==> src/rtl/fuzzifier.sv <==
// Crisp-to-fuzzy front end: signed T/D samples become six Q1.15 neg/zero/pos degrees.
// One serial restoring divider is shared by both axes. Optional: FUZZIFIER_DEADBAND_EN.
module fuzzifier #(
    parameter int unsigned W_T  = 1280,
    parameter int unsigned W_D  = 256,
    parameter int unsigned DB_T = 0,
    parameter int unsigned DB_D = 0
) (
    input  logic               clk,
    input  logic               rst_n,
    input  logic               in_valid,
    output logic               in_ready,
    input  logic signed [15:0] T_in,
    input  logic signed [15:0] D_in,
    output logic [15:0]        muT_neg,
    output logic [15:0]        muT_zero,
    output logic [15:0]        muT_pos,
    output logic [15:0]        muD_neg,
    output logic [15:0]        muD_zero,
    output logic [15:0]        muD_pos,
    output logic               out_valid
);

    if (W_T == 0 || W_T > 32767) begin : g_bad_wt
        $error("W_T must be in 1..32767");
    end
    if (W_D == 0 || W_D > 32767) begin : g_bad_wd
        $error("W_D must be in 1..32767");
    end
    if (DB_T > 32767 || DB_D > 32767) begin : g_bad_db
        $error("DB_T/DB_D must be in 0..32767");
    end

    localparam logic [15:0] WT   = 16'(W_T);
    localparam logic [15:0] WD   = 16'(W_D);
    localparam logic [15:0] ONE  = 16'd32767;

    typedef enum logic [1:0] {StIdle, StDivT, StDivD, StDone} state_t;

    state_t      state_q, state_d;
    logic [4:0]  cnt_q;
    logic [15:0] rem_q;
    logic [14:0] quo_q;
    logic [15:0] qt_q;
    logic [15:0] at_q, ad_q;
    logic        negt_q, negd_q;

    logic        accept;
    logic [16:0] mt, md;
    logic [15:0] at_c, ad_c;
    logic [15:0] w_cur, rem_sub, rem_nx;
    logic        ge;
    logic [15:0] quo_nx, ft, fd;

    function automatic logic [16:0] mag(input logic signed [15:0] x);
        logic [16:0] s;
        s = {x[15], x};
        return x[15] ? (17'd0 - s) : s;
    endfunction

    assign in_ready  = (state_q == StIdle);
    assign out_valid = (state_q == StDone);
    assign accept    = in_valid && in_ready;

    // Magnitudes are clamped at accept so the divider only ever sees a <= W.
    always_comb begin
        mt = mag(T_in);
        md = mag(D_in);
`ifdef FUZZIFIER_DEADBAND_EN
        mt = (mt <= 17'(DB_T)) ? 17'd0 : mt - 17'(DB_T);
        md = (md <= 17'(DB_D)) ? 17'd0 : md - 17'(DB_D);
`endif
        at_c = (mt > {1'b0, WT}) ? WT : mt[15:0];
        ad_c = (md > {1'b0, WD}) ? WD : md[15:0];
    end

    always_comb begin
        w_cur   = (state_q == StDivD) ? WD : WT;
        ge      = (rem_q >= w_cur);
        rem_sub = ge ? rem_q - w_cur : rem_q;
        rem_nx  = rem_sub << 1;
        quo_nx  = {quo_q, ge};
        // q can reach exactly 32768 when a == W; saturate to 1.0 in Q1.15.
        ft      = qt_q[15] ? ONE : qt_q;
        fd      = quo_nx[15] ? ONE : quo_nx;
    end

    always_comb begin
        state_d = state_q;
        unique case (state_q)
            StIdle:  if (in_valid) state_d = StDivT;
            StDivT:  if (cnt_q == 5'd16) state_d = StDivD;
            StDivD:  if (cnt_q == 5'd15) state_d = StDone;
            StDone:  state_d = StIdle;
            default: state_d = StIdle;
        endcase
    end

    always_ff @(posedge clk or negedge rst_n) begin
        if (!rst_n) begin
            state_q <= StIdle;
        end else begin
            state_q <= state_d;
        end
    end

    always_ff @(posedge clk or negedge rst_n) begin
        if (!rst_n) begin
            cnt_q    <= '0;
            rem_q    <= '0;
            quo_q    <= '0;
            qt_q     <= '0;
            at_q     <= '0;
            ad_q     <= '0;
            negt_q   <= 1'b0;
            negd_q   <= 1'b0;
            muT_neg  <= '0;
            muT_zero <= '0;
            muT_pos  <= '0;
            muD_neg  <= '0;
            muD_zero <= '0;
            muD_pos  <= '0;
        end else begin
            unique case (state_q)
                StIdle: begin
                    if (accept) begin
                        at_q   <= at_c;
                        ad_q   <= ad_c;
                        negt_q <= T_in[15];
                        negd_q <= D_in[15];
                        cnt_q  <= '0;
                    end
                end
                StDivT: begin
                    // First DIV_T cycle primes the remainder; the next 16 produce quotient bits.
                    if (cnt_q == 5'd0) begin
                        rem_q <= at_q;
                        quo_q <= '0;
                        cnt_q <= cnt_q + 5'd1;
                    end else if (cnt_q == 5'd16) begin
                        qt_q  <= quo_nx;
                        rem_q <= ad_q;
                        quo_q <= '0;
                        cnt_q <= '0;
                    end else begin
                        rem_q <= rem_nx;
                        quo_q <= quo_nx[14:0];
                        cnt_q <= cnt_q + 5'd1;
                    end
                end
                StDivD: begin
                    rem_q <= rem_nx;
                    quo_q <= quo_nx[14:0];
                    if (cnt_q == 5'd15) begin
                        cnt_q    <= '0;
                        muT_neg  <= negt_q ? ft : 16'd0;
                        muT_pos  <= negt_q ? 16'd0 : ft;
                        muT_zero <= ONE - ft;
                        muD_neg  <= negd_q ? fd : 16'd0;
                        muD_pos  <= negd_q ? 16'd0 : fd;
                        muD_zero <= ONE - fd;
                    end else begin
                        cnt_q <= cnt_q + 5'd1;
                    end
                end
                StDone: ;
                default: ;
            endcase
        end
    end

endmodule

==> config.mk <==
export PLATFORM = sky130hd
export DESIGN_NAME = fuzzifier
export DESIGN_NICKNAME = d
export VERILOG_FILES = /design/src/rtl/fuzzifier.sv
export SDC_FILE = /design/constraint.sdc
export NUM_CORES = 1
export LEC_CHECK = 0
export ABC_AREA = 1
export BUFFER_PORTS_ARGS = -buffer_cell sky130_fd_sc_hd__buf_2
export CORE_UTILIZATION = 50
export DETAILED_ROUTE_END_ITERATION = 8
export GPL_ROUTABILITY_DRIVEN = 0
export GPL_TIMING_DRIVEN = 1
export PLACE_DENSITY = 0.72
export SLEW_MARGIN = 20
export SYNTH_ARGS = -nofsm -noshare
export SYNTH_HDL_FRONTEND = slang
export SYNTH_SLANG_ARGS = --single-unit
==> constraint.sdc <==
create_clock -name clk -period 2.9 [get_ports clk]
set_input_delay 0.58 -clock clk [delete_from_list [all_inputs] [get_ports clk]]
set_output_delay 0.58 -clock clk [all_outputs]
set_load 0.05 [all_outputs]
---- After elaboration in Yosys (flattened, before gate mapping) ----
Cells that the tools add are included.
cells by class
  add/sub/neg operators ................... 6
  order comparisons ....................... 3
  eq/ne operators ......................... 9
  mux-type cells .......................... 27
  bitwise operators ....................... 1
  reductions and logical operators ........ 10
operators with widths
  cell                      count
  $mux W15                  9
  $mux W16                  4
  $mux W17                  2
  $sub A1 B16 Y17 const A   2
  $pmux W16 S2              1
  $sub A15 B15 Y16 const A  2
  $pmux W15 S2              1
  $mux W5                   4
  $gt A17 B11 Y1 const B    1
  $gt A17 B9 Y1 const B     1
  $ge A16 B11 Y1            1
  $pmux W5 S3               1
  $sub A15 B11 Y15          1
  $mux W11                  1
  $pmux W2 S4               1
  $mux W2                   3
  $reduce_and A2 Y1         3
  $reduce_and A3 Y1         2
  $add A5 B1 Y5 const B     1
  $eq A5 B4 Y1 const B      1
  $eq A5 B5 Y1 const B      1
  $logic_not A5 Y1          1
  $eq A2 B2 Y1 const B      2
  $ne A2 B1 Y1 const B      2
  7 further kinds           8
storage, ports and cells
  register bits ........................... 184
  word-level logic and storage cells ...... 71

---- Logic depth before layout (Yosys ltp) ----
  depth after elaboration ................. 7
  depth in mapped cells ................... 15
  depth with buffers taken out ............ 15

---- Worst setup path after synthesis ----
No wires, ideal clock.
  path type ............................... register to register
  start point ............................. register state_q[0]
  end point ............................... register rem_q[10]
  arrival time ............................ 1955 ps
  setup slack ............................. 828 ps
  stages on the path, launching flop included .. 14
  buffers on the path ..................... 0
  cell sequence ........................... dfrtp_1 inv_1 ha_1 ha_1 inv_1 o21ai_0 nor4_4 nand2_2 nand2_1 nand3_1 nand2_1 nand3_1 nand2_1 nand2_1
on the way
  word-level cells in the longest chain between the ends .. 7
  elaborated cells between the ends (all ways) .. 9
  those cells by class .................... 1 x order compare; 2 x eq/ne; 5 x mux; 1 x reduce/logical
RTL lines
  element                   RTL line  RTL
  start: declaration        40        state_t state_q, state_d;
  start signal: assignment  101       state_q <= StIdle;
  start signal: assignment  103       state_q <= state_d;
  $eq A2 B2 Y1              78, 124
  $mux W11                  78        w_cur = (state_q == StDivD) ? WD : WT;
  $ge A16 B11 Y1            79        ge = (rem_q >= w_cur);
  $mux W15                  80        rem_sub = ge ? rem_q - w_cur : rem_q;
  $mux W16                  140       end else if (cnt_q == 5'd16) begin
  $mux W16                  136       if (cnt_q == 5'd0) begin
  $pmux W16 S2              124       unique case (state_q)
  end signal: assignment    137       rem_q <= at_q;
  end signal: assignment    142       rem_q <= ad_q;
  end signal: assignment    146       rem_q <= rem_nx;
  end: declaration          42        logic [15:0] rem_q;
Several ways; a longest one is shown, not always the timed one.
A chain may end at the register's enable or synchronous reset.

---- Final worst setup path ----
  start point ............................. register state_q[0]
  end point ............................... register rem_q[14]
on the way
  word-level cells in the longest chain between the ends .. 7
  elaborated cells between the ends (all ways) .. 10
  those cells by class .................... 1 x add/sub; 1 x order compare; 2 x eq/ne; 5 x mux; 1 x reduce/logical
RTL lines
  element                                                    RTL line
  $eq A2 B2 Y1                                               78, 124
  $mux W11                                                   78
  $sub A15 B11 Y15 / $ge A16 B11 Y1 (equally long branches)  80, 79
  $mux W15                                                   80
  $mux W16                                                   140
  $mux W16                                                   136
  $pmux W16 S2                                               124
Several ways; a longest one is shown, not always the timed one.

==> results.cfg <==
[run_status]
status = complete, no violations

[route]
post_drt_wl_per_cell_microns = 13.6
firstDrtPassIters = 5
avgViaCountPerCell = 5.13
ant_nets = 0
vias = 7186
drt_iter0_markers = 488
drt-total-wl_microns = 19000
drc = 0

[finish]
final_nets = 1215
area_growth_pct = 16.9
diodes = 0
design_area_sq_mm = 0.00992
drive_above_1_share_pct = 16.6

[clock_network]
cts-htree-levels = 4
path_clk_slew_ps = 70
cts_tree = done
root_buffer = clkbuf_16
insertion_delay_ps = 430
cts_made_buffers = 17
clkSinkCount = 178
post_cts_resized = 0
clock_path_buffers = 2
cts_setup_buffers = 0
cts_hold_buf = 0

[global_routing]
grt_use_total_pct = 23.4
grt_max_degree = 78
antenna_found_initial = 0
grt_pass1_vias = 6937
grt.overflow.total = 0
grt_pass1_wl_microns = 33000

[power]
ir_drop_uv = 501
p_per_area_mw_per_mm2 = 717
p_switching_mw = 2.53
p_seq_share_pct = 39.0
power.internal_mw = 4.58
p_clk_share_pct = 33.0
combPwrFrac_pct = 28.0
switching_share_pct = 35.6
total_leakage_power_nw = 5.21

[worst_setup_path]
criticalPathCategory = reg -> reg
cp.required_ps = 3190
startpoint_type = register
cp_slowest_cell = dfrtp_1
worst_path_largest_cell_delay_ps = 370
crit_fanout = 9
worst_ep_arrival_time_ps = 2660
setup.worst_path.end_class = register
rrSetupSlack_ps = 540
startpoint = state_q[0]
cp_cell_sequence = inv_1 > ha_1 > ha_1 > inv_1 > o21ai_0 > nor4_4 > nand2_2 > nand2_1 > a21oi_1 > o21ai_1 > o21ai_0
endpoint = rem_q[14]
r2r_end = rem_q[14]
timing.rr.start = state_q[0]
worst_r2r_path_depth = 11

[logic_synthesis]
synth_commonest_cells = nand2_1, dfrtp_1, inv_1, o21ai_0, nor2_1
synth_ff_type = dfrtp_1
ys_top_cells_by_area = dfrtp_1, nand2_1, o21ai_0, inv_1, nor2_1
ys_seq_area_share_pct = 52.5
synth_edf_count = 0
yosysWarnings = 0
synth_top_cell_area_share_pct = 52.5
yosys.cell_types.count = 39
syn_avg_cell_area_sq_um = 8.06
yosysMostFrequentCell = nand2_1
syn_area_sq_mm = 0.00849
syn_inst = 1054
synthArstFlopShare_pct = 100
synth_seq_cells = 178
synth_area_leader_cell = dfrtp_1

[sta]
timing.hold.ws_ps = 88.5
hold_viol = 0
tns_ps = 0
setup_ws_ps = 537
slew_headroom_pct = 50.6
fin_worst_skew_ps = 11.9
fin_crit_sh_pct = 81.5
max_freq_mhz = 423
rsz0062_at_grt = false
drv_slew = 0
fin_crit_ps = 2360
worst_pin_slew_ps = 741
setup_viol_count_final = 0

[place]
postPlaceCellArea_sq_mm = 0.00932
place_ws_ps = 600
port_buffers = 126
hpwlAfterDp_microns = 13700

[floorplanning]
num_rows = 47
core_sq_mm = 0.0166
io_pins = 133
die_w_microns = 132
die_y_microns = 132
dieArea_sq_mm = 0.0175
start_util_pct = 51.2

[hold_path]
hold_path.class = in -> async

[flow_run]
max_cap_viol_count = 0
-- flip-flops by register name, summed over array words and instances (netlist names) --
signal    cells
muD_zero     15
state_q       2
negt_q        1
qt_q         16
quo_q        15
muD_pos      15
muT_neg      15
cnt_q         5
muT_zero     15
muT_pos      15
muD_neg      15
rem_q        16
negd_q        1
ad_q         16
at_q         16
-- power by group through the flow --
stage               clock network [mW]  registers [mW]  logic (mW)
floorplan                            0            2.78        1.50
global placement                     0            2.82        1.95
detailed placement                   0            2.82        1.98
CTS                               2.38            2.78        1.99
global route                      2.48            2.80        2.26
finish                            2.35            2.78        1.99
-- per-stage QoR --
| stage | cells | total power [mW] | utilization (%) |
|---|---|---|---|
| after CTS | 1400 | 7.15 | 59.8 |
| final | 1400 | 7.11 | 59.8 |
| after floorplan | 1059 | 4.28 | - |
| after global placement | 1368 | 4.77 | 56.2 |
| after global routing | 1400 | 7.54 | 59.8 |
| after detailed placement | 1368 | 4.80 | 56.2 |
-- placed cells by master (no fill, tap or decap), drive strengths merged, types with 2 or more instances in the layout --
cell	count
a21oi	27
a31oi	3
buf	138
bufinv	2
clkbuf	18
clkinv	2
clkinvlp	3
conb	6
dfrtp	178
ha	13
inv	119
nand2	332
nand3	54
nand3b	5
nand4	10
nor2	94
nor3	3
nor4	4
o21ai	125
o221ai	8
o22ai	17
or2	3
xnor2	2
xor2	9
-- layout make-up --
| class | count | area (sq um) |
|---|---|---|
| clock buffer | 18 | 439 |
| tap | 220 | 275 |
| timing repair buffer | 138 | 752 |
| multi-input combinational | 720 | 3420 |
| clock inverter | 14 | 165 |
| fill | 1527 | 6660 |
| inverter | 112 | 420 |
| sequential | 178 | 4450 |
-- critical path, delay by kind of cell (launching register included) --
kind | cells | cell delay [ps]
AND/OR/NAND/NOR | 3 | 570
adder cells (fa/ha/maj) | 2 | 540
AO/OA/AOI/OAI | 4 | 520
flip-flops | 1 | 370
buffers and inverters | 2 | 210
-- metal layers --
metal | part of all wire (%) | wire [microns] | global-route usage, %
met2 | 50 | 9420 | 38.7
met3 | 3.5 | 672 | 5.07
met4 | 1.8 | 348 | 8.11
met1 | 45 | 8570 | 30.6
met5 | 0 | 0 | 0
-- logic make-up (layout without fill, tap and decap cells) --
family                     count (synthesis)  count (layout)  synth area share (%)
DFF                                      178             178                  52.5
other                                      1               6                0.0442
buffers and inverters                    161             282                  7.56
xor gates and xnor gates                  11              11                  1.13
AOI/OAI and AO/OA                        185             185                  11.9
adders and majority gates                 13              13                  1.92
and+or+nand+nor                          505             505                  24.9
-- how the worst min path moves through the flow --
| stage | start | endpoint | cells past startpoint |
|---|---|---|---|
| 5_1_grt | rst_n | muD_neg[10] | 1 |
| 3_5_place_dp | muT_zero[6] | muT_zero[6] | 2 |
| 4_1_cts | rst_n | muD_pos[10] | 1 |
| 2_1_floorplan | rst_n | ad_q[0] | 0 |
| 6_report | rst_n | muD_pos[10] | 1 |
| 3_3_place_gp | muT_zero[3] | muT_zero[3] | 2 |
No activity file was read; power rests on OpenSTA's default activity.
